## src/rtl/control_fsm.sv

```systemverilog
// Multicycle main controller for the RV32I-subset core: sequences fetch/decode/execute/memory/writeback.
// Build macro BRANCH_NE_EN adds bne (funct3 001) to the supported branches; default build is beq only.
module control_fsm (
  input  logic       clk,
  input  logic       rst,
  input  logic [6:0] op,
  input  logic [2:0] funct3,
  input  logic       funct7b5,
  input  logic       EQ,
  input  logic       mem_ready,
  output logic [2:0] ALUctrl,
  output logic [1:0] ALUSrcA,
  output logic [1:0] ALUSrcB,
  output logic [1:0] ResultSrc,
  output logic [1:0] ImmSrc,
  output logic       AdrSrc,
  output logic       IRWrite,
  output logic       PCWrite,
  output logic       MemWrite,
  output logic       RegWrite,
  output logic       illegal
);

  localparam logic [6:0] OP_LOAD   = 7'b0000011;
  localparam logic [6:0] OP_STORE  = 7'b0100011;
  localparam logic [6:0] OP_RTYPE  = 7'b0110011;
  localparam logic [6:0] OP_ITYPE  = 7'b0010011;
  localparam logic [6:0] OP_BRANCH = 7'b1100011;
  localparam logic [6:0] OP_JAL    = 7'b1101111;

  localparam logic [2:0] ALU_ADD = 3'b000;
  localparam logic [2:0] ALU_SUB = 3'b001;
  localparam logic [2:0] ALU_AND = 3'b010;
  localparam logic [2:0] ALU_OR  = 3'b011;
  localparam logic [2:0] ALU_SLT = 3'b101;

  localparam logic [1:0] SRCA_PC    = 2'b00;
  localparam logic [1:0] SRCA_OLDPC = 2'b01;
  localparam logic [1:0] SRCA_RS1   = 2'b10;
  localparam logic [1:0] SRCB_RS2   = 2'b00;
  localparam logic [1:0] SRCB_IMM   = 2'b01;
  localparam logic [1:0] SRCB_FOUR  = 2'b10;
  localparam logic [1:0] RES_ALUOUT = 2'b00;
  localparam logic [1:0] RES_MDR    = 2'b01;
  localparam logic [1:0] RES_ALU    = 2'b10;
  localparam logic [1:0] IMM_I      = 2'b00;
  localparam logic [1:0] IMM_S      = 2'b01;
  localparam logic [1:0] IMM_B      = 2'b10;
  localparam logic [1:0] IMM_J      = 2'b11;

  typedef enum logic [3:0] {
    S_FETCH, S_DECODE, S_MEMADR, S_MEMREAD, S_MEMWB, S_MEMWRITE,
    S_EXECR, S_EXECI, S_ALUWB, S_BRANCH, S_JAL
  } state_t;

  state_t     r_state;
  state_t     w_next;
  logic       w_alu_f3_ok;
  logic       w_mem_f3_ok;
  logic       w_br_f3_ok;
  logic       w_br_take;
  logic [2:0] w_alu_op;

  always_ff @(posedge clk) begin
    if (rst) r_state <= S_FETCH;
    else     r_state <= w_next;
  end

  // Instruction-field decode shared by DECODE legality checks and execute/branch states
  always_comb begin
    w_alu_f3_ok = (funct3 == 3'b000) || (funct3 == 3'b010) ||
                  (funct3 == 3'b110) || (funct3 == 3'b111);
    w_mem_f3_ok = (funct3 == 3'b010);
`ifdef BRANCH_NE_EN
    w_br_f3_ok  = (funct3 == 3'b000) || (funct3 == 3'b001);
    w_br_take   = (funct3 == 3'b001) ? ~EQ : EQ;
`else
    w_br_f3_ok  = (funct3 == 3'b000);
    w_br_take   = EQ;
`endif
    case (funct3)
      3'b000:  w_alu_op = ((r_state == S_EXECR) && funct7b5) ? ALU_SUB : ALU_ADD;
      3'b010:  w_alu_op = ALU_SLT;
      3'b110:  w_alu_op = ALU_OR;
      3'b111:  w_alu_op = ALU_AND;
      default: w_alu_op = ALU_ADD;
    endcase
  end

  // Next state and control outputs; reset forces every output to zero
  always_comb begin
    w_next    = r_state;
    ALUctrl   = ALU_ADD;
    ALUSrcA   = SRCA_PC;
    ALUSrcB   = SRCB_RS2;
    ResultSrc = RES_ALUOUT;
    ImmSrc    = IMM_I;
    AdrSrc    = 1'b0;
    IRWrite   = 1'b0;
    PCWrite   = 1'b0;
    MemWrite  = 1'b0;
    RegWrite  = 1'b0;
    illegal   = 1'b0;
    if (!rst) begin
      case (r_state)
        S_FETCH: begin
          ALUSrcB   = SRCB_FOUR;
          ResultSrc = RES_ALU;
          IRWrite   = mem_ready;
          PCWrite   = mem_ready;
          if (mem_ready) w_next = S_DECODE;
        end
        S_DECODE: begin
          ALUSrcA = SRCA_OLDPC;
          ALUSrcB = SRCB_IMM;
          w_next  = S_FETCH;
          case (op)
            OP_LOAD: begin
              if (w_mem_f3_ok) w_next = S_MEMADR;
              else             illegal = 1'b1;
            end
            OP_STORE: begin
              ImmSrc = IMM_S;
              if (w_mem_f3_ok) w_next = S_MEMADR;
              else             illegal = 1'b1;
            end
            OP_RTYPE: begin
              if (w_alu_f3_ok) w_next = S_EXECR;
              else             illegal = 1'b1;
            end
            OP_ITYPE: begin
              if (w_alu_f3_ok) w_next = S_EXECI;
              else             illegal = 1'b1;
            end
            OP_BRANCH: begin
              ImmSrc = IMM_B;
              if (w_br_f3_ok) w_next = S_BRANCH;
              else            illegal = 1'b1;
            end
            OP_JAL: begin
              ImmSrc = IMM_J;
              w_next = S_JAL;
            end
            default: illegal = 1'b1;
          endcase
        end
        S_MEMADR: begin
          ALUSrcA = SRCA_RS1;
          ALUSrcB = SRCB_IMM;
          w_next  = (op == OP_STORE) ? S_MEMWRITE : S_MEMREAD;
        end
        S_MEMREAD: begin
          AdrSrc = 1'b1;
          if (mem_ready) w_next = S_MEMWB;
        end
        S_MEMWB: begin
          ResultSrc = RES_MDR;
          RegWrite  = 1'b1;
          w_next    = S_FETCH;
        end
        S_MEMWRITE: begin
          AdrSrc   = 1'b1;
          MemWrite = 1'b1;
          if (mem_ready) w_next = S_FETCH;
        end
        S_EXECR: begin
          ALUSrcA = SRCA_RS1;
          ALUctrl = w_alu_op;
          w_next  = S_ALUWB;
        end
        S_EXECI: begin
          ALUSrcA = SRCA_RS1;
          ALUSrcB = SRCB_IMM;
          ALUctrl = w_alu_op;
          w_next  = S_ALUWB;
        end
        S_ALUWB: begin
          RegWrite = 1'b1;
          w_next   = S_FETCH;
        end
        S_BRANCH: begin
          ALUSrcA = SRCA_RS1;
          ALUctrl = ALU_SUB;
          PCWrite = w_br_take;
          w_next  = S_FETCH;
        end
        S_JAL: begin
          ALUSrcA = SRCA_OLDPC;
          ALUSrcB = SRCB_FOUR;
          PCWrite = 1'b1;
          w_next  = S_ALUWB;
        end
        default: w_next = S_FETCH;
      endcase
    end
  end

endmodule

```

## config.mk

```make
export PLATFORM = sky130hd
export DESIGN_NAME = control_fsm
export DESIGN_NICKNAME = d
export VERILOG_FILES = /design/src/rtl/control_fsm.sv
export SDC_FILE = /design/constraint.sdc
export NUM_CORES = 1
export LEC_CHECK = 0
export ABC_AREA = 1
export BUFFER_PORTS_ARGS = -buffer_cell sky130_fd_sc_hd__buf_2
export CORE_MARGIN = 2
export CORE_UTILIZATION = 40
export DETAILED_ROUTE_END_ITERATION = 8
export MAX_ROUTING_LAYER = met4
export PLACE_DENSITY = 0.72
export REMOVE_ABC_BUFFERS = 1
export SLEW_MARGIN = 10
export SYNTH_ARGS = -nofsm -noshare
export SYNTH_HDL_FRONTEND = slang
export SYNTH_SLANG_ARGS = --single-unit
```

## constraint.sdc

```tcl
create_clock -name clk -period 1.3 [get_ports clk]
set_clock_uncertainty 0.15 [all_clocks]
set_input_delay 0.26 -clock clk [delete_from_list [all_inputs] [get_ports clk]]
set_output_delay 0.26 -clock clk [all_outputs]
set_load 0.05 [all_outputs]
```

==> results of run 1 <==
metrics by stage:
stage,setup WS [ps],setup TNS [ps],std cells
after global placement,-403,-5360,202
after floorplan,-943,-9990,120
after detailed placement,-492,-6400,202
after CTS,-494,-7450,207
routing by layer:
layer | GRT usage, % | GRT overflow
met1 | 57.4 | 0
met2 | 91.8 | 13
met3 | 41.3 | 0
met4 | 84.8 | 17
met5 | - | -
cells by family after synthesis:
group	count (synthesis)	synth area share [%]
simple gates	73	54.6
buf+inv	27	16.2
compound gates	17	16.4
flops	4	12.8
what timing repair did:
item | in CTS
pin swaps | 10
buffers inserted | 2
hold buffers | 0
gates resized for setup | 60
endpoints found under the setup margin | 21
==> flow_metrics.env, run 1 <==
export IMPL_grt_use_total_pct=68.2
export IMPL_yosysWarningCount=0
export IMPL_synthTopCellsByArea="nand2_1 16%, dfxtp_1 13%, inv_1 13%"
export IMPL_place_area_mm2=0.00106
export IMPL_start_util_pct=42.0
export IMPL_netlist_area_leader_share_pct=15.6
export IMPL_rows=14
export IMPL_numCtsBuffers=3
export IMPL_yosysSeqAreaShare_pct=12.8
export IMPL_die_w_um=43.5
export IMPL_die_y_um=43.5
export IMPL_place_hpwl_um=1830
export IMPL_worst_endpoint_pin_kind="top-level output"
export IMPL_synth_largest_area_cell="nand2_1"
export IMPL_synth_main_ff_cell="dfxtp_1"
export IMPL_grt_max_degree=12
export IMPL_outcome="stopped before the end"
export IMPL_synth_seq_cells=4
export IMPL_numClockSinks=4
export IMPL_gp_congestion=0.874
export IMPL_clk_path_buf_depth=2
export IMPL_synthTopCellsByCount="26 x nand2_1, 21 x inv_1, 19 x nor2_1, 12 x nand3_1, 8 x a21oi_1"
export IMPL_io_pins=32
export IMPL_lastStage="5_1_grt"
export IMPL_ys_types=21
export IMPL_root_buffer="clkbuf_4"
export IMPL_overflow=30
export IMPL_firstError="[ERROR GRT-0232] Routing congestion too high. Check the congestion heatmap in the GUI."
export IMPL_cts_htree_levels=1
export IMPL_worst_endpoint="PCWrite"
export IMPL_synth_cells=121
export IMPL_yosysMostFrequentCell="nand2_1"
export IMPL_netlist_area_um2=626
export IMPL_port_buffers=31
export IMPL_synth_edff_count=0
export IMPL_synth_avg_cell_area_um2=5.17
export IMPL_async_flop_share_pct=0
==> run 2, diff against run 1 <==
Settings changed: CORE_AREA from default to 2 2 63 65, CORE_MARGIN 2 to default, CORE_UTILIZATION 40 to default, DIE_AREA from default to 0 0 65 67, MAX_ROUTING_LAYER met4 to default, PLACE_DENSITY 0.72 to default, PLACE_DENSITY_LB_ADDON from default to 0.15.
Clock period 1.3 ns to 1.7 ns, I/O delays scaled along.
==> run 2 against run 1 <==
Effect of this change:
- area after synthesis is the same
- synthesized cell count is the same
- the flow now finishes, with violations (setup timing)
==> flow_metrics.env, run 2 <==
export IMPL_leakage_nw=0.730
export IMPL_reg_top3="r_state: 4 flops"
export IMPL_io_pins=32
export IMPL_fin_util_pct=42.3
export IMPL_diodes=0
export IMPL_ys_types=21
export IMPL_relSlewSlack_pct=81.8
export IMPL_die_area_mm2=0.00436
export IMPL_crit_path_end_kind="primary output"
export IMPL_finalSetupViolCount=14
export IMPL_nNetsFinal=214
export IMPL_final_common_cell="buf_4"
export IMPL_fill_cells=392
export IMPL_switching_share_pct=33.7
export IMPL_clk_path_buf_depth=2
export IMPL_die_w_um=65
export IMPL_synth_avg_cell_area_um2=5.17
export IMPL_worst_path_max_delay_cell="a21oi_2"
export IMPL_postCtsHoldBufs=0
export IMPL_irDropWorstVdd_mv=0.132
export IMPL_grt_use_total_pct=11.9
export IMPL_overflow=0
export IMPL_rsz0062_at_grt="true"
export IMPL_critPathMaxStageDelay_ps=210
export IMPL_root_buffer="clkbuf_8"
export IMPL_worst_slack_ps=-137
export IMPL_arrival_ps=1350
export IMPL_clkPwrFrac_pct=36.9
export IMPL_grt_pass1_vias=1000
export IMPL_largest_reg_flops=4
export IMPL_worst_setup_path_start_kind="input pin"
export IMPL_start_util_pct=17.3
export IMPL_synth_main_ff_cell="dfxtp_1"
export IMPL_numCtsBuffers=3
export IMPL_vias_per_cell=4.20
export IMPL_numClockSinks=4
export IMPL_period_share_pct=108
export IMPL_fin_crit_ps=1840
export IMPL_crit_type="in2out"
export IMPL_dr_first_iter_drc_count=21
export IMPL_yosysSeqAreaShare_pct=12.8
export IMPL_async_flop_share_pct=0
export IMPL_synth_seq_cells=4
export IMPL_drive_gt1_share_pct=67.0
export IMPL_path_delay_family="buffers and inverters"
export IMPL_worst_path_max_fanout=4
export IMPL_worstPathCellList="buf_2 -> inv_1 -> nand2_1 -> nor2_1 -> inv_1 -> a21oi_2 -> a31oi_4 -> buf_6"
export IMPL_worst_pin_slew_ps=273
export IMPL_grt_max_degree=12
export IMPL_rows=22
export IMPL_area_delta_synth_final_pct=144
export IMPL_clkSlewWorstSetupHoldPaths_ps=30
export IMPL_crit_buf_inv=4
export IMPL_die_y_um=67
export IMPL_synthTopCellsByArea="nand2_1 16%, dfxtp_1 13%, inv_1 13%"
export IMPL_synth_largest_area_cell="nand2_1"
export IMPL_core_mm2=0.00361
export IMPL_register_area_um2=92.6
export IMPL_yosysWarningCount=0
export IMPL_wire_per_inst_um=10.2
export IMPL_detail_route_antenna_nets=0
export IMPL_via_count=1029
export IMPL_drt_wl_total_um=2500
export IMPL_hold_path_class="in2reg"
export IMPL_stdcell_count=245
export IMPL_yosysMostFrequentCell="nand2_1"
export IMPL_synth_cells=121
export IMPL_gp_congestion=0.745
export IMPL_power_density_mw_per_mm2=346
export IMPL_final_cell_mix="43 x buf_4, 22 x nand2_1, 22 x buf_6"
export IMPL_grt_pass1_wl_um=4200
export IMPL_slew_viol_final=0
export IMPL_cp_common_cell="inv_1"
export IMPL_cts_htree_levels=1
export IMPL_dr_pass1_iters=4
export IMPL_pwr_share_comb_pct=44.6
export IMPL_fmax_mhz=544
export IMPL_grt_antenna_before_repair=0
export IMPL_regMostFlops="r_state"
export IMPL_place_inst=230
export IMPL_required_ps=1210
export IMPL_hold_viol_final=0
export IMPL_ff2ff_setup_slack_ps=180
export IMPL_netlist_area_leader_share_pct=15.6
export IMPL_port_buffers=31
export IMPL_drv_cap=0
export IMPL_netlist_area_um2=626
export IMPL_p_sw_mw=0.178
export IMPL_route_detailed_drc=0
export IMPL_violations="setup timing"
export IMPL_synth_edff_count=0
export IMPL_cellInternalPower_mw=0.350
export IMPL_pwr_share_seq_pct=18.5
export IMPL_outcome="complete, but fails checks"
export IMPL_place_hpwl_um=1860
export IMPL_insertion_delay_ps=210
export IMPL_cts_tree="done"
export IMPL_multiInputGateArea_um2=617
export IMPL_synthTopCellsByCount="26 x nand2_1, 21 x inv_1, 19 x nor2_1, 12 x nand3_1, 8 x a21oi_1"
-- run 2: worst reg2reg max path: cells and delay by family, from the launching register on --
family	cells	cell delay, ps
AO/OA/AOI/OAI	1	110
AND/OR/NAND/NOR	5	550
buffers and inverters	3	320
flip-flops	1	330
-- run 2: cells by family (layout without fill, tap and decap cells) --
kind of cell           after synthesis  in the layout  synth area share [%]
and+or+nand+nor                     73             73                  54.6
buffers and inverters               27            103                  16.2
DFF                                  4              4                  12.8
AOI/OAI and AO/OA                   17             17                  16.4
-- run 2: layout make-up --
cell class	instances	share of cell area, %
Timing Repair Buffer	74	40.3
Inverter	26	6.56
Clock buffer	3	2.70
Multi-Input combinational cell	90	40.4
Sequential cell	4	6.07
Tap cell	48	3.93
-- run 2: what timing repair did --
action	CTS	global route
endpoints found under the setup margin	17	19
pin swaps	11	14
buffers inserted	12	2
gates resized for setup	70	25
gates cloned	0	0
-- run 2: routing by layer --
| layer | vias to the layer above | track usage, % | routed length, um |
|---|---|---|---|
| met3 | 0 | 1.35 | 95 |
| met5 | - | 0 | 0 |
| li1 | 535 | - | - |
| met1 | 471 | 14.2 | 1070 |
| met4 | 0 | 2.39 | 0 |
| met2 | 23 | 22.8 | 1340 |
-- run 2: metrics by stage --
step / total power, mW / TNS (ps) / cell area [um^2] / hold slack [ps] / worst slack (ps)
after detailed placement: 0.275 / -889 / 1070 / 534 / -215
after CTS: 0.517 / -1620 / 1420 / 329 / -160
after global routing: 0.556 / -2360 / 1530 / 375 / -227
after global placement: 0.275 / -838 / 1070 / 535 / -208
after floorplan: 0.193 / -4720 / 622 / 252 / -623
final: 0.528 / -1190 / 1530 / 337 / -137
-- run 2: final timing paths --
path | start | endpoint | cells after the start
setup reg to reg | r_state[2]$_SDFFE_PP0P_ | r_state[2]$_SDFFE_PP0P_ | 9
hold reg to reg | r_state[1]$_SDFFE_PP0P_ | r_state[1]$_SDFFE_PP0P_ | 4
hold / removal | mem_ready | r_state[2]$_SDFFE_PP0P_ | 4
setup / recovery | funct3[0] | illegal | 8
-- run 2: power groups by stage --
stage          Combinational, mW  Clock [mW]  Sequential, mW
2_1_floorplan             0.0911           0           0.102
3_3_place_gp               0.174           0           0.101
3_5_place_dp               0.174           0           0.101
4_1_cts                    0.219       0.200          0.0980
5_1_grt                    0.254       0.204          0.0980
6_report                   0.236       0.195          0.0977
Power figures use the tool's default switching activity.
